==> config.mk <==
export PLATFORM = sky130hd
export DESIGN_NAME = cdc_hs_src
export DESIGN_NICKNAME = d
export VERILOG_FILES = /design/src/rtl/cdc_hs_pkg.sv /design/src/rtl/sync_ff_srst.sv /design/src/rtl/cdc_hs_src.sv
export SDC_FILE = /design/constraint.sdc
export NUM_CORES = 1
export LEC_CHECK = 0
export CAP_MARGIN = 20
export CORE_MARGIN = 4
export CORE_UTILIZATION = 51
export DETAILED_ROUTE_END_ITERATION = 8
export PLACE_DENSITY = 0.82
export SLEW_MARGIN = 20
export SYNTH_ARGS = -nofsm -noshare
export SYNTH_HDL_FRONTEND = slang
export SYNTH_SLANG_ARGS = --single-unit
==> constraint.sdc <==
create_clock -name aclk -period 3.7 [get_ports aclk]
set_input_delay 0.37 -clock aclk [delete_from_list [all_inputs] [get_ports aclk]]
set_output_delay 0.37 -clock aclk [all_outputs]
set_load 0.005 [all_outputs]
==> src/rtl/cdc_hs_pkg.sv <==
// Shared types and constants for the req/ack source-side transfer controller.
package cdc_hs_pkg;

  // Transfer controller states.
  typedef enum logic [1:0] {
    IDLE = 2'd0,
    REQ  = 2'd1,
    REL  = 2'd2
  } hs_state_e;

  // Acknowledge resynchroniser depth: default and legal bounds.
  localparam int ACK_SYNC_STAGES_DEF = 2;
  localparam int ACK_SYNC_STAGES_MIN = 2;
  localparam int ACK_SYNC_STAGES_MAX = 4;

endpackage : cdc_hs_pkg

==> src/rtl/sync_ff_srst.sv <==
// N-stage single-bit synchronizer with synchronous active-high reset.
// The input may be fully asynchronous to aclk; the output is the last stage.
// STAGES is expected to be at least 2.
module sync_ff_srst #(
  parameter int STAGES = 2
) (
  input  logic aclk,
  input  logic srst,
  input  logic d,
  output logic q
);

  logic [STAGES-1:0] chain;

  // Shift the asynchronous input through the flop chain, clearing on reset.
  always_ff @(posedge aclk) begin
    if (srst) begin
      chain <= '0;
    end else begin
      chain <= {chain[STAGES-2:0], d};
    end
  end

  assign q = chain[STAGES-1];

endmodule : sync_ff_srst

==> src/rtl/cdc_hs_src.sv <==
// Source-side controller for a 4-phase req/ack bus-synchronizer transfer.
// Handshakes:
//   s_valid/s_ready : a word moves when both are high at a rising edge of aclk;
//                     the source holds s_valid and s_data until that edge.
//   xfer_req/ack    : 4-phase. xfer_req rises with a new word on xfer_data,
//                     falls once the synchronised ack is seen high, and the
//                     next word is only accepted after ack has returned low.
//                     xfer_data is stable from accept until the next accept.
module cdc_hs_src
  import cdc_hs_pkg::*;
#(
  parameter int DATA_WIDTH      = 8,
  parameter int ACK_SYNC_STAGES = ACK_SYNC_STAGES_DEF,
  parameter int TIMEOUT_CYCLES  = 1024
) (
  input  logic                  aclk,
  input  logic                  srst,
  input  logic                  s_valid,
  output logic                  s_ready,
  input  logic [DATA_WIDTH-1:0] s_data,
  output logic                  xfer_req,
  output logic [DATA_WIDTH-1:0] xfer_data,
  input  logic                  xfer_ack_async,
  output logic                  busy,
  output logic                  timeout_err,
  input  logic                  err_clr
);

  // Counter only needs to reach TIMEOUT_CYCLES-1.
  localparam int CNT_W = (TIMEOUT_CYCLES > 1) ? $clog2(TIMEOUT_CYCLES) : 1;
  localparam logic [CNT_W-1:0] CNT_LAST =
    (TIMEOUT_CYCLES > 0) ? CNT_W'(TIMEOUT_CYCLES - 1) : '0;
  localparam bit TIMEOUT_EN = (TIMEOUT_CYCLES != 0);

  hs_state_e             state;
  hs_state_e             state_d;
  logic                  req_d;
  logic [DATA_WIDTH-1:0] data_d;
  logic                  err_d;
  logic [CNT_W-1:0]      cnt_q;
  logic [CNT_W-1:0]      cnt_d;
  logic                  ack_s;

  sync_ff_srst #(
    .STAGES (ACK_SYNC_STAGES)
  ) u_ack_sync (
    .aclk (aclk),
    .srst (srst),
    .d    (xfer_ack_async),
    .q    (ack_s)
  );

  // Accept only from IDLE and only once the far side has released ack.
  assign s_ready = (state == IDLE) && !ack_s && !srst;
  assign busy    = (state != IDLE);

  // Next-state, request, held word, sticky error and REQ-cycle counter.
  always_comb begin
    state_d = state;
    req_d   = xfer_req;
    data_d  = xfer_data;
    err_d   = timeout_err;
    cnt_d   = '0;
    if (err_clr) begin
      err_d = 1'b0;
    end
    case (state)
      IDLE: begin
        if (s_valid && s_ready) begin
          data_d  = s_data;
          req_d   = 1'b1;
          state_d = REQ;
        end
      end
      REQ: begin
        if (ack_s) begin
          // An ack landing on the last timeout cycle still wins.
          req_d   = 1'b0;
          state_d = REL;
        end else if (TIMEOUT_EN && (cnt_q == CNT_LAST)) begin
          // Setting the error overrides a simultaneous err_clr.
          req_d   = 1'b0;
          err_d   = 1'b1;
          state_d = REL;
        end else begin
          cnt_d = cnt_q + 1'b1;
        end
      end
      REL: begin
        if (!ack_s) begin
          state_d = IDLE;
        end
      end
      default: begin
        req_d   = 1'b0;
        state_d = IDLE;
      end
    endcase
  end

  // Register state, outputs and counter; reset drops the request immediately.
  always_ff @(posedge aclk) begin
    if (srst) begin
      state       <= IDLE;
      xfer_req    <= 1'b0;
      xfer_data   <= '0;
      timeout_err <= 1'b0;
      cnt_q       <= '0;
    end else begin
      state       <= state_d;
      xfer_req    <= req_d;
      xfer_data   <= data_d;
      timeout_err <= err_d;
      cnt_q       <= cnt_d;
    end
  end

endmodule : cdc_hs_src

; Word-level counts from Yosys, hierarchy flattened
; Cells that the tools add are included.
; W data, S select, Z words.
[classes]
addsub = 1
eq_ne = 6
n_mux = 13
n_bitwise = 2
n_reduce_logical = 11
[op_table]
columns = operator, count
row1 = $add A10 B1 Y10 const B, 1
row2 = $eq A10 B10 Y1 const B, 1
row3 = $mux W2, 4
row4 = $mux W1, 7
row5 = $pmux W2 S3, 1
row6 = $reduce_and A3 Y1, 2
row7 = $reduce_or A4 Y1, 1
row8 = $logic_and A1 B1 Y1, 3
row9 = $ne A3 B2 Y1 const B, 1
row10 = $pmux W1 S3, 1
row11 = $eq A2 B1 Y1 const B, 1
row12 = $eq A2 B2 Y1 const B, 1
row13 = $logic_not A1 Y1, 2
row14 = $logic_not A2 Y1, 1
row15 = $ne A2 B1 Y1 const B, 1
row16 = $ne A2 B2 Y1 const B, 1
row17 = $not A1 Y1, 2
row18 = $reduce_and A2 Y1, 1
row19 = $reduce_bool A2 Y1, 1
[word_totals]
reg_bits = 24
in_bits = 13
wordCells = 39

; Longest topological paths before layout
; Gate-level depths: netlist (run 1).
[logic_depth]
word_depth = 6
depth_mapped = 4

; Hierarchy
; A second synthesis (run 1) with hierarchy kept.
[unflattened]
cells_unflattened = 110
area_unflattened_um2 = 983.4
[by_module_without_submodules]
columns = mod, instances, cells_per_inst, area_each_um2, seq_area_each_um2
row1 = cdc_hs_src, 1, 106, 930.9, 440.4
row2 = sync_ff_srst, 1, 4, 52.6, 40.0

; Worst setup path before layout (run 1)
; No wires, ideal clock.
[synth_path]
path_type = flip-flop to flip-flop
start = register cnt_q[0]
end = register cnt_q[3]
arrival_ns = 1.193
required_ns = 3.571
setup_slack_ns = 2.378
path_stages_with_launch = 5
path_cell_list = dfxtp_1 ha_1 nand4_2 o311ai_2 nor2_1
[synth_via]
elab_chain_cells = 2
elab_cells_between_ends = 3
cone_classes = 1 x add/sub / 1 x eq/ne / 1 x reduce/logical
[synth_lines]
columns = element, line_no
row1 = from (decl), cdc_hs_src.sv:40  ; logic [CNT_W-1:0] cnt_q;
row2 = from (signal assigned), cdc_hs_src.sv:114  ; cnt_q <= cnt_d;
row3 = branches (longest 2 deep; another with $add A10 B1 Y10), n/a
; Parallel ways; which one is timed is not known.
; A chain may end at the register's enable or synchronous reset.

; Final worst setup path (run 1)
[layout_path]
start = input srst
end = output s_ready
[layout_via]
elab_chain_cells = 2
[layout_lines]
columns = element, line_no
row1 = from (decl), cdc_hs_src.sv:17  ; input logic srst,
row2 = $logic_not A1 Y1, cdc_hs_src.sv:54  ; assign s_ready = (state == IDLE) && !ack_s && !srst;
row3 = $logic_and A1 B1 Y1, cdc_hs_src.sv:54
row4 = to (decl), cdc_hs_src.sv:19  ; output logic s_ready,
; No other way between the ends.

==> flow_results.xml, run 1 <==
<?xml version="1.0" encoding="UTF-8"?>
<metrics>
  <group name="floorplan">
    <metric name="placement_rows" unit="">15</metric>
    <metric name="io_pins" unit="">25</metric>
    <metric name="core_region_area" unit="um^2">1800</metric>
    <metric name="die_area" unit="um^2">2770</metric>
    <metric name="die_width" unit="um">52.6</metric>
    <metric name="initial_utilization" unit="%">56.3</metric>
    <metric name="die-height" unit="um">52.6</metric>
  </group>
  <group name="flow_run">
    <metric name="max_capacitance_violation_count" unit="">0</metric>
  </group>
  <group name="cells_and_area">
    <metric name="area_delta_synth_final" unit="%">27.5</metric>
    <metric name="finalNetCount" unit="">155</metric>
    <metric name="leading_cell_types_in_the_layout_fill_and_taps_excluded" unit="">dfxtp_1 (24), clkdlybuf4s50_1 (24), a21oi_1 (14), o21ai_0 (12), nand3_1 (11)</metric>
    <metric name="final_layout_size_suffix_gt1_share" unit="%">7.91</metric>
    <metric name="stdcell_area" unit="um^2">1290</metric>
    <metric name="fillers" unit="">139</metric>
    <metric name="antenna-diode-count" unit="">0</metric>
    <metric name="final-instance-count-excl-fill" unit="">164</metric>
    <metric name="fin_util" unit="%">71.8</metric>
  </group>
  <group name="cts">
    <metric name="cts.repair_timing.setup_buffer_count" unit="">0</metric>
    <metric name="insertion_delay" unit="ps">300</metric>
    <metric name="clk_path_buf_depth" unit="">2</metric>
    <metric name="numCtsBuffers" unit="">3</metric>
    <metric name="cts_repair_resize_count" unit="">0</metric>
    <metric name="clock_slew_at_reported_path_ffs" unit="ps">120</metric>
    <metric name="cts_root_buffer" unit="">clkbuf_4</metric>
    <metric name="clock_sinks" unit="">24</metric>
    <metric name="htreeDepth" unit="">1</metric>
    <metric name="tritoncts" unit="">yes</metric>
    <metric name="holdBufCountCts" unit="">0</metric>
  </group>
  <group name="run_status">
    <metric name="run_status" unit="">finished, final reports clean</metric>
  </group>
  <group name="synth">
    <metric name="synth.net_count" unit="">130</metric>
    <metric name="postSynthAreaPerCell" unit="um^2">8.75</metric>
    <metric name="synth.cell_area" unit="um^2">1010</metric>
    <metric name="synth.ff_latch_count" unit="">24</metric>
    <metric name="ys_types" unit="">31</metric>
    <metric name="postSynthCellCount" unit="">116</metric>
    <metric name="yosysWarningCount" unit="">0</metric>
    <metric name="seq_area_frac_synth" unit="%">47.3</metric>
  </group>
  <group name="sta">
    <metric name="hold_viol" unit="">0</metric>
    <metric name="drv_slew" unit="">0</metric>
    <metric name="layout_worst_path_cycle_share" unit="%">70.1</metric>
    <metric name="postLayoutSetupSlackWorst" unit="ps">1110</metric>
    <metric name="final.hold.worst_slack" unit="ps">467</metric>
    <metric name="worst-slew-pin-transition" unit="ps">568</metric>
    <metric name="tns" unit="ps">0</metric>
    <metric name="clock-skew-final" unit="ps">2.83</metric>
    <metric name="setup_viol" unit="">0</metric>
    <metric name="setup_repair_after_global_routing_missed_its_margin" unit="">false</metric>
    <metric name="max_freq" unit="MHz">385</metric>
    <metric name="relSlewSlack" unit="%">62.0</metric>
    <metric name="final_period_minus_worst_setup_slack" unit="ps">2590</metric>
  </group>
  <group name="setup_path">
    <metric name="worst_ep_required" unit="ps">3330</metric>
    <metric name="cp_max_fo" unit="">15</metric>
    <metric name="timing_worst_setup_path_type" unit="">primary input to primary output</metric>
    <metric name="end_kind" unit="">primary output</metric>
    <metric name="cp.arrival" unit="ps">2220</metric>
    <metric name="type_of_element_launching_the_critical_path" unit="">primary input</metric>
  </group>
  <group name="placed_design">
    <metric name="placed_cell_area" unit="um^2">1270</metric>
    <metric name="pre_cts_slack" unit="ps">1070</metric>
    <metric name="dpl.cell_count" unit="">161</metric>
    <metric name="portBuffers" unit="">24</metric>
    <metric name="post-dp-hpwl" unit="mm">1.66</metric>
    <metric name="place.gp.congestion" unit="">0.796</metric>
  </group>
  <group name="grt">
    <metric name="grt_max_degree" unit="">16</metric>
    <metric name="first_global_vias" unit="">864</metric>
    <metric name="grt_antenna_before_repair" unit="">0</metric>
    <metric name="global_route.usage.total" unit="%">17.8</metric>
    <metric name="first_pass_grt_wire_length" unit="mm">3.64</metric>
    <metric name="grt_ovf" unit="">0</metric>
  </group>
  <group name="routing">
    <metric name="vias_after_detailed_routing" unit="">925</metric>
    <metric name="wire_per_inst" unit="um">13.5</metric>
    <metric name="drc_errors" unit="">0</metric>
    <metric name="detailedRoute.firstPassIterationCount" unit="">4</metric>
    <metric name="routed_wl" unit="mm">2.22</metric>
    <metric name="antenna_left" unit="">0</metric>
    <metric name="detail_routed_via_count_per_cell" unit="">5.64</metric>
    <metric name="dr.first_iter.drc_count" unit="">16</metric>
  </group>
  <group name="power_and_ir_drop">
    <metric name="worst_ir_drop_vdd" unit="V">0.000279</metric>
    <metric name="power.sequential.fraction" unit="%">62.3</metric>
    <metric name="power.switching" unit="mW">0.102</metric>
    <metric name="power_density_over_the_cells" unit="nW/um^2">338</metric>
    <metric name="power.static_leakage" unit="nW">0.423</metric>
    <metric name="p_sw_share" unit="%">23.2</metric>
    <metric name="combPwrFrac" unit="%">12.5</metric>
    <metric name="power.total" unit="mW">0.438</metric>
    <metric name="pwr-share-clk" unit="%">25.2</metric>
    <metric name="power_report.internal_total" unit="mW">0.336</metric>
  </group>
  <group name="worst_hold_path">
    <metric name="holdCritPathClass" unit="">register to register</metric>
  </group>
</metrics>
==> sequential cells by signal, summed over array words and instances (netlist names) <==
| name | flops |
|---|---|
| xfer_req | 1 |
| timeout_err | 1 |
| state | 2 |
| u_ack_sync.chain | 2 |
| cnt_q | 10 |
| xfer_data | 8 |
==> power by group through the flow <==
stage                     logic [mW]  clock network [mW]  registers (mW)
final                         0.0547               0.110           0.273
after detailed placement      0.0546                   0           0.278
after global routing          0.0594               0.125           0.274
after global placement        0.0534                   0           0.278
after floorplan               0.0248                   0           0.276
after CTS                     0.0549               0.114           0.273
==> cell type report <==
class                      instances  area (um^2)  area share, %
clock buffer                       3         22.5           1.74
inverter                           4         15.0           1.16
multi-input combinational         83          497           38.4
sequential                        24          480           37.1
tap                               25         31.3           2.42
timing repair buffer              25          248           19.1
==> cell usage after synthesis <==
| cell type | instances | area share, % |
|---|---|---|
| o31ai_1 | 1 | 0.74 |
| nor3_1 | 2 | 0.99 |
| nor2_1 | 8 | 3.0 |
| inv_1 | 4 | 1.5 |
| a21oi_1 | 14 | 6.9 |
| nand3_2 | 1 | 0.99 |
| a221oi_1 | 2 | 1.7 |
| buf_2 | 3 | 1.5 |
| xnor2_1 | 1 | 0.86 |
| o21ba_2 | 1 | 0.99 |
| or3_2 | 1 | 0.74 |
| nor2b_1 | 3 | 1.8 |
| ha_1 | 1 | 1.2 |
| or3_1 | 4 | 2.5 |
| dfxtp_1 | 24 | 47 |
| a21boi_0 | 1 | 0.74 |
| nor4_1 | 1 | 0.62 |
| clkbuf_1 | 2 | 0.74 |
| or4_1 | 1 | 0.74 |
| o21ai_0 | 12 | 5.9 |
| nand2_1 | 4 | 1.5 |
| xor2_1 | 2 | 1.7 |
| o311ai_2 | 1 | 1.6 |
| o21ai_1 | 1 | 0.49 |
| o22ai_1 | 1 | 0.62 |
| a31o_1 | 1 | 0.86 |
| nor3b_1 | 1 | 0.74 |
| nand3_1 | 11 | 5.4 |
| nand2b_1 | 4 | 2.5 |
| or2_2 | 1 | 0.62 |
| nand4_2 | 2 | 2.5 |
==> kinds of logic (layout without fill, tap and decap cells) <==
kind of cell,Yosys count,in the layout,synth area share (%)
flip-flops,24,24,47.3
adder cells (fa/ha/maj),1,1,1.23
XOR/XNOR,3,3,2.59
AND/OR/NAND/NOR,44,44,24.5
buffers and inverters,9,32,3.70
AO/OA/AOI/OAI,35,35,20.6
==> metal layers <==
layer	track usage (%)	wire (um)	up-vias	part of all wire (%)
li1	-	-	462	-
met4	6.38	25	0	1.1
met3	3.42	111	4	5.0
met1	22.0	1010	429	45
met5	0	0	-	0
met2	30.4	1070	30	48
==> critical path, cell delays in order <==
cell and delay (ps):
clkdlybuf4s50_1 660, or3_1 550, nor2_1 130, clkdlybuf4s50_1 510
==> worst paths after layout <==
check,to,slack (ps),cells after the start,start
max,s_ready,1110,4,srst
min,u_ack_sync.chain[1]$_SDFF_PP0_,470,1,u_ack_sync.chain[0]$_SDFF_PP0_
max reg2reg,xfer_req$_SDFFE_PP0P_,2130,4,cnt_q[0]$_SDFF_PP0_
min reg2reg,u_ack_sync.chain[1]$_SDFF_PP0_,470,1,u_ack_sync.chain[0]$_SDFF_PP0_
Note: power is estimated with default switching activity, not from simulation.
==> inputs of run 2 (changes only) <==
--- a/config.mk
+++ b/config.mk
@@ -7,9 +7,9 @@
 export LEC_CHECK = 0
 export CAP_MARGIN = 20
 export CORE_MARGIN = 4
-export CORE_UTILIZATION = 51
+export CORE_UTILIZATION = 47
 export DETAILED_ROUTE_END_ITERATION = 8
-export PLACE_DENSITY = 0.82
+export PLACE_DENSITY = 0.77
 export SLEW_MARGIN = 20
 export SYNTH_ARGS = -nofsm -noshare
 export SYNTH_HDL_FRONTEND = slang
==> constraint.sdc (replaced) <==
create_clock -name aclk -period 2.65 [get_ports aclk]
set_input_delay 0.265 -clock aclk [delete_from_list [all_inputs] [get_ports aclk]]
set_output_delay 0.265 -clock aclk [all_outputs]
set_load 0.005 [all_outputs]
==> run 2 against run 1 <==
Effect of this change:
- count of clock-buffer cells in the layout is the same
- combinational power grew 42%
- design area rose by 3.1%
- final cell count increased by 2.4%
- wire length shrank 5.5%
- critical path depth down 1
- sequential share of layout area shrank 1.1 points
==> flow_results.xml, run 2 (synthesis results as in run 1) <==
<?xml version="1.0" encoding="UTF-8"?>
<metrics>
  <group name="setup_path">
    <metric name="end_kind" unit="">primary output</metric>
    <metric name="cp.arrival" unit="ps">1830</metric>
    <metric name="cp_max_fo" unit="">9</metric>
    <metric name="worst_ep_required" unit="ps">2380</metric>
    <metric name="r2r.worst_path.cells" unit="">4</metric>
    <metric name="worst_r2r_endpoint" unit="">xfer_req$_SDFFE_PP0P_</metric>
    <metric name="r2r_slack" unit="ps">1080</metric>
    <metric name="timing_worst_setup_path_type" unit="">register to primary output</metric>
    <metric name="timing.rr.start" unit="">cnt_q[0]$_SDFF_PP0_</metric>
    <metric name="type_of_element_launching_the_critical_path" unit="">register</metric>
    <metric name="crit_end" unit="">s_ready</metric>
    <metric name="worstSetupStartpoint" unit="">state[1]$_SDFFE_PP0P_</metric>
  </group>
  <group name="power_and_ir_drop">
    <metric name="power.static_leakage" unit="nW">0.442</metric>
    <metric name="power_density_over_the_cells" unit="nW/um^2">535</metric>
    <metric name="worst_ir_drop_vdd" unit="V">0.000580</metric>
  </group>
  <group name="cells_and_area">
    <metric name="flip_flop_count_of_the_largest_register_all_copies_and_words_added" unit="">10</metric>
    <metric name="finalNetCount" unit="">156</metric>
    <metric name="leading_cell_types_in_the_layout_fill_and_taps_excluded" unit="">dfxtp_1 (24), clkdlybuf4s50_1 (24), a21oi_1 (14), o21ai_0 (12), nand3_1 (11)</metric>
    <metric name="final-seq-area" unit="um^2">480</metric>
    <metric name="stdcell_area" unit="um^2">1330</metric>
    <metric name="final_layout_size_suffix_gt1_share" unit="%">9.22</metric>
    <metric name="area_delta_synth_final" unit="%">31.4</metric>
    <metric name="multi_input_area" unit="um^2">497</metric>
    <metric name="fillers" unit="">175</metric>
    <metric name="registers_with_the_highest_flip_flop_counts" unit="">cnt_q: 10 flops, xfer_data: 8 flops</metric>
    <metric name="antenna-diode-count" unit="">0</metric>
    <metric name="max_flop_register" unit="">cnt_q</metric>
  </group>
  <group name="grt">
    <metric name="grt_max_degree" unit="">15</metric>
    <metric name="global_route.usage.total" unit="%">15.1</metric>
    <metric name="first_pass_grt_wire_length" unit="mm">3.28</metric>
    <metric name="grt_ovf" unit="">0</metric>
    <metric name="first_global_vias" unit="">791</metric>
    <metric name="grt_antenna_before_repair" unit="">0</metric>
  </group>
  <group name="routing">
    <metric name="detail_route.wirelength.met1" unit="mm">1.00</metric>
    <metric name="routed_wl" unit="mm">2.09</metric>
    <metric name="drc_errors" unit="">0</metric>
    <metric name="antenna_left" unit="">0</metric>
    <metric name="vias_after_detailed_routing" unit="">929</metric>
    <metric name="detail_routed_via_count_per_cell" unit="">5.53</metric>
    <metric name="route.met2.wl" unit="um">974</metric>
    <metric name="wire_per_inst" unit="um">12.5</metric>
    <metric name="wl_met3" unit="um">108</metric>
    <metric name="detailedRoute.firstPassIterationCount" unit="">4</metric>
    <metric name="dr.first_iter.drc_count" unit="">20</metric>
    <metric name="dr.max_layer_used" unit="">met4</metric>
  </group>
  <group name="sta">
    <metric name="hold_viol" unit="">0</metric>
    <metric name="final_period_minus_worst_setup_slack" unit="ps">2090</metric>
    <metric name="setup_viol" unit="">0</metric>
    <metric name="drv_slew" unit="">0</metric>
    <metric name="setup_repair_after_global_routing_missed_its_margin" unit="">false</metric>
    <metric name="max_freq" unit="MHz">478</metric>
    <metric name="worst-slew-pin-transition" unit="ps">615</metric>
    <metric name="tns" unit="ps">0</metric>
    <metric name="layout_worst_path_cycle_share" unit="%">79.0</metric>
    <metric name="relSlewSlack" unit="%">58.9</metric>
    <metric name="clock-skew-final" unit="ps">1.18</metric>
  </group>
  <group name="floorplan">
    <metric name="die_width" unit="um">54.5</metric>
    <metric name="placement_rows" unit="">16</metric>
    <metric name="initial_utilization" unit="%">50.7</metric>
    <metric name="core_region_area" unit="um^2">2000</metric>
    <metric name="die_area" unit="um^2">2970</metric>
    <metric name="die-height" unit="um">54.5</metric>
    <metric name="io_pins" unit="">25</metric>
  </group>
  <group name="cts">
    <metric name="tritoncts" unit="">yes</metric>
    <metric name="clk_path_buf_depth" unit="">2</metric>
    <metric name="cts.repair_timing.setup_buffer_count" unit="">0</metric>
    <metric name="holdBufCountCts" unit="">0</metric>
    <metric name="cts_root_buffer" unit="">clkbuf_4</metric>
    <metric name="cts_repair_resize_count" unit="">0</metric>
    <metric name="htreeDepth" unit="">1</metric>
    <metric name="clock_sinks" unit="">24</metric>
    <metric name="clock_slew_at_reported_path_ffs" unit="ps">120</metric>
    <metric name="insertion_delay" unit="ps">300</metric>
    <metric name="numCtsBuffers" unit="">3</metric>
  </group>
  <group name="placed_design">
    <metric name="place.gp.congestion" unit="">0.753</metric>
    <metric name="portBuffers" unit="">24</metric>
    <metric name="placed_cell_area" unit="um^2">1280</metric>
    <metric name="post-dp-hpwl" unit="mm">1.61</metric>
  </group>
  <group name="worst_hold_path">
    <metric name="holdCritPathClass" unit="">register to register</metric>
  </group>
  <group name="run_status">
    <metric name="run_status" unit="">finished, final reports clean</metric>
  </group>
  <group name="flow_run">
    <metric name="max_capacitance_violation_count" unit="">0</metric>
  </group>
</metrics>
## run 2: cell types whose count changed in the layout (fill, tap and decap cells not counted)
cell / change
buf_4: +1
bufinv_16: +1
## run 2: routing by layer
metal	up-vias	global-route usage, %
met1	441	20.5
met4	0	7.05
li1	468	-
met3	2	2.45
met2	18	23.3
met5	-	0
## run 2: layout make-up
cell class	instances	area share, %
clock inverter	1	2.25
tap	27	2.53
sequential	24	36.0
clock buffer	3	1.69
inverter	4	1.13
timing repair buffer	26	19.1
multi-input combinational	83	37.2
## run 2: worst max-delay path: stages (launching register included)
cell and delay [ps]:
dfxtp_1 370, or3_1 520, nor2_1 130, clkdlybuf4s50_1 510
## run 2: through the flow
| step | power (mW) | utilization, % | setup WS [ps] | hold WS, ps | cells |
|---|---|---|---|---|---|
| after floorplan | 0.421 | - | 1330 | 337 | 116 |
| after global placement | 0.464 | 64.0 | 635 | 424 | 164 |
| after detailed placement | 0.466 | 64.0 | 622 | 430 | 164 |
| after CTS | 0.722 | 66.6 | 546 | 462 | 168 |
| after global routing | 0.747 | 66.6 | 467 | 476 | 168 |
| final | 0.713 | 66.6 | 557 | 461 | 168 |
## run 2: power by group
group	leakage, nW	switching [mW]	total [mW]	internal (mW)
registers	0.195	0.00917	0.381	0.372
clock network	0.0279	0.102	0.255	0.153
logic	0.219	0.0319	0.0775	0.0455
total	0.442	0.144	0.713	0.570
## run 2: worst min path at each step
| stage | from | endpoint | slack [ps] | cells past startpoint |
|---|---|---|---|---|
| 2_1_floorplan | srst | u_ack_sync.chain[0]$_SDFF_PP0_ | 340 | 1 |
| 3_3_place_gp | u_ack_sync.chain[0]$_SDFF_PP0_ | u_ack_sync.chain[1]$_SDFF_PP0_ | 420 | 1 |
| 3_5_place_dp | u_ack_sync.chain[0]$_SDFF_PP0_ | u_ack_sync.chain[1]$_SDFF_PP0_ | 430 | 1 |
| 4_1_cts | u_ack_sync.chain[0]$_SDFF_PP0_ | u_ack_sync.chain[1]$_SDFF_PP0_ | 460 | 1 |
| 5_1_grt | u_ack_sync.chain[0]$_SDFF_PP0_ | u_ack_sync.chain[1]$_SDFF_PP0_ | 480 | 1 |
| 6_report | u_ack_sync.chain[0]$_SDFF_PP0_ | u_ack_sync.chain[1]$_SDFF_PP0_ | 460 | 1 |
==> inputs of run 3 (changes only) <==
--- a/config.mk
+++ b/config.mk
@@ -6,10 +6,11 @@
 export NUM_CORES = 1
 export LEC_CHECK = 0
 export CAP_MARGIN = 20
+export CORE_ASPECT_RATIO = 1.75
 export CORE_MARGIN = 4
-export CORE_UTILIZATION = 47
+export CORE_UTILIZATION = 42
 export DETAILED_ROUTE_END_ITERATION = 8
-export PLACE_DENSITY = 0.77
+export PLACE_DENSITY = 0.72
 export SLEW_MARGIN = 20
 export SYNTH_ARGS = -nofsm -noshare
 export SYNTH_HDL_FRONTEND = slang
==> constraint.sdc (replaced) <==
create_clock -name aclk -period 1.7 [get_ports aclk]
set_input_delay 0.17 -clock aclk [delete_from_list [all_inputs] [get_ports aclk]]
set_output_delay 0.17 -clock aclk [all_outputs]
set_load 0.005 [all_outputs]
==> run 3 against run 2 <==
Effect of this change:
- first-iteration DRC count shrank 75%
- via count grew 2.8%
- die area grew 11%
- final cell count grew 2.4%
- hold slack lost 4.1 ps
- setup slack lost 500 ps
- critical path depth is the same
- sequential cell count is the same
- sequential share of layout area shrank 1.5 points
- critical endpoint is now busy
- clock power grew 50%
- largest cell class unchanged
- design area grew 4.4%
- core utilization shrank 6.1 points
==> flow_results.xml, run 3 (synthesis results as in run 1) <==
<?xml version="1.0" encoding="UTF-8"?>
<metrics>
  <group name="run_status">
    <metric name="run_status" unit="">finished, final reports clean</metric>
  </group>
  <group name="cts">
    <metric name="insertion_delay" unit="ps">270</metric>
    <metric name="htreeDepth" unit="">1</metric>
    <metric name="clock_sinks" unit="">24</metric>
    <metric name="clock_slew_at_reported_path_ffs" unit="ps">90</metric>
    <metric name="holdBufCountCts" unit="">0</metric>
    <metric name="tritoncts" unit="">yes</metric>
    <metric name="numCtsBuffers" unit="">3</metric>
    <metric name="cts.repair_timing.setup_buffer_count" unit="">0</metric>
    <metric name="clk_path_buf_depth" unit="">2</metric>
    <metric name="cts_root_buffer" unit="">clkbuf_8</metric>
  </group>
  <group name="placed_design">
    <metric name="portBuffers" unit="">24</metric>
    <metric name="place.gp.congestion" unit="">0.782</metric>
    <metric name="post-dp-hpwl" unit="mm">1.85</metric>
  </group>
  <group name="worst_hold_path">
    <metric name="worst_hold_startpoint" unit="">s_data[5]</metric>
    <metric name="holdCritPathClass" unit="">primary input to register</metric>
    <metric name="holdPathStages" unit="">3</metric>
  </group>
  <group name="grt">
    <metric name="first_global_vias" unit="">971</metric>
    <metric name="first_pass_grt_wire_length" unit="mm">4.04</metric>
    <metric name="grt_ovf" unit="">0</metric>
    <metric name="grt_antenna_before_repair" unit="">0</metric>
    <metric name="grt_max_degree" unit="">15</metric>
    <metric name="global_route.usage.total" unit="%">16.2</metric>
  </group>
  <group name="cells_and_area">
    <metric name="layout_commonest_cell" unit="">dfxtp_1</metric>
    <metric name="area_delta_synth_final" unit="%">37.2</metric>
    <metric name="finalNetCount" unit="">162</metric>
    <metric name="flip_flop_count_of_the_largest_register_all_copies_and_words_added" unit="">10</metric>
    <metric name="fillers" unit="">228</metric>
    <metric name="registers_with_the_highest_flip_flop_counts" unit="">cnt_q: 10 flops, xfer_data: 8 flops</metric>
    <metric name="final_layout_size_suffix_gt1_share" unit="%">13.6</metric>
    <metric name="antenna-diode-count" unit="">0</metric>
    <metric name="max_flop_register" unit="">cnt_q</metric>
    <metric name="leading_cell_types_in_the_layout_fill_and_taps_excluded" unit="">dfxtp_1 (24), clkdlybuf4s50_1 (23), a21oi_1 (14), o21ai_0 (12), nand3_1 (11)</metric>
  </group>
  <group name="routing">
    <metric name="antenna_left" unit="">0</metric>
    <metric name="wire_per_inst" unit="um">14.1</metric>
    <metric name="dr.first_iter.drc_count" unit="">5</metric>
    <metric name="routed_wl" unit="mm">2.42</metric>
    <metric name="detail_routed_via_count_per_cell" unit="">5.55</metric>
    <metric name="detailedRoute.firstPassIterationCount" unit="">4</metric>
    <metric name="drc_errors" unit="">0</metric>
    <metric name="vias_after_detailed_routing" unit="">955</metric>
  </group>
  <group name="floorplan">
    <metric name="die_width" unit="um">45.2</metric>
    <metric name="initial_utilization" unit="%">44.1</metric>
    <metric name="die_area" unit="um^2">3300</metric>
    <metric name="die-height" unit="um">73.0</metric>
    <metric name="core_region_area" unit="um^2">2300</metric>
    <metric name="placement_rows" unit="">23</metric>
    <metric name="io_pins" unit="">25</metric>
  </group>
  <group name="sta">
    <metric name="relSlewSlack" unit="%">77.3</metric>
    <metric name="clock-skew-final" unit="ps">7.44</metric>
    <metric name="setup_viol" unit="">0</metric>
    <metric name="hold_viol" unit="">0</metric>
    <metric name="worst-slew-pin-transition" unit="ps">337</metric>
    <metric name="final.hold.worst_slack" unit="ps">457</metric>
    <metric name="layout_worst_path_cycle_share" unit="%">96.4</metric>
    <metric name="max_freq" unit="MHz">610</metric>
    <metric name="final_period_minus_worst_setup_slack" unit="ps">1640</metric>
    <metric name="drv_slew" unit="">0</metric>
    <metric name="tns" unit="ps">0</metric>
    <metric name="setup_repair_after_global_routing_missed_its_margin" unit="">false</metric>
  </group>
  <group name="setup_path">
    <metric name="cp_slowest_stage_delay" unit="ps">450</metric>
    <metric name="cp.arrival" unit="ps">1470</metric>
    <metric name="worst_ep_required" unit="ps">1530</metric>
    <metric name="worstSetupStartpoint" unit="">state[1]$_SDFFE_PP0P_</metric>
    <metric name="timing_worst_setup_path_type" unit="">register to primary output</metric>
    <metric name="end_kind" unit="">primary output</metric>
    <metric name="slowest_stage" unit="">clkdlybuf4s50_1</metric>
    <metric name="cp_max_fo" unit="">5</metric>
    <metric name="type_of_element_launching_the_critical_path" unit="">register</metric>
    <metric name="timing.rr.start" unit="">cnt_q[0]$_SDFF_PP0_</metric>
    <metric name="timing.critical_path.cells" unit="">buf_4, or2_2, clkdlybuf4s50_1</metric>
    <metric name="r2r.worst_path.cells" unit="">4</metric>
  </group>
  <group name="power_and_ir_drop">
    <metric name="power.total" unit="mW">1.11</metric>
    <metric name="power.static_leakage" unit="nW">0.481</metric>
    <metric name="power.switching" unit="mW">0.246</metric>
    <metric name="power.sequential.fraction" unit="%">53.2</metric>
    <metric name="power_density_over_the_cells" unit="nW/um^2">799</metric>
    <metric name="p_sw_share" unit="%">22.1</metric>
    <metric name="pwr-share-clk" unit="%">34.4</metric>
    <metric name="combPwrFrac" unit="%">12.4</metric>
    <metric name="power_report.internal_total" unit="mW">0.866</metric>
    <metric name="worst_ir_drop_vdd" unit="V">0.000650</metric>
  </group>
  <group name="flow_run">
    <metric name="max_capacitance_violation_count" unit="">0</metric>
  </group>
</metrics>
==> run 3: changes by cell type in the layout (fill, tap and decap cells not counted), sizes merged <==
cell,before,now
clkbuf,3,4
dlygate4sd2,0,1
bufinv,1,0
clkdlybuf4s50,24,23
buf,2,8
==> run 3: power by group through the flow <==
stage / clock, mW / sequential, mW / combinational [mW]
6_report: 0.383 / 0.592 / 0.138
5_1_grt: 0.412 / 0.594 / 0.151
4_1_cts: 0.393 / 0.591 / 0.137
3_5_place_dp: 0 / 0.604 / 0.136
3_3_place_gp: 0 / 0.604 / 0.134
2_1_floorplan: 0 / 0.602 / 0.0541
==> run 3: final timing paths <==
check                                   endpoint  slack (ps)
setup / recovery                            busy          60
hold / removal         xfer_data[5]$_SDFFE_PP0P_         460
setup reg to reg             cnt_q[8]$_SDFF_PP0_         140
hold reg to reg   u_ack_sync.chain[1]$_SDFF_PP0_         460
==> run 3: worst max-delay path: cells and delay by family (launching register included) <==
family | cells | cell delay, ps
buf+inv | 2 | 590
flops | 1 | 320
simple gates | 1 | 300
==> run 3: layout make-up <==
cell class              count  area, um^2  share of cell area [%]
well taps                  25        31.3                    2.25
inverters                   4        15.0                    1.08
repair buffers             32         299                    21.5
multi-input cells          83         512                    36.7
clock buffers               4        55.1                    3.95
flip-flops and latches     24         480                    34.5
==> run 3: routing by layer <==
layer / wire length (um) / global-route usage [%] / vias up
met2: 1400 / 31.2 / 21
met3: 109 / 3.95 / 5
li1: - / - / 475
met5: 0 / 0 / -
met1: 873 / 15.3 / 454
met4: 37 / 5.86 / 0
==> run 3: what timing repair did <==
item / 4_1_cts / 5_1_grt
endpoints found under the setup margin: 1 / 3
gates resized for setup: 1 / 2
hold endpoints to repair: 0 / 0
==> run 3: metrics by stage <==
stage / setup slack [ps] / area, um^2 / cells / utilization [%]
after floorplan: 378 / 1010 / 116 / -
after global placement: -23.0 / 1320 / 168 / 57.5
after detailed placement: -24.9 / 1320 / 168 / 57.5
after CTS: 47.5 / 1380 / 172 / 59.8
after global routing: 0.153 / 1390 / 172 / 60.5
final: 61.7 / 1390 / 172 / 60.5
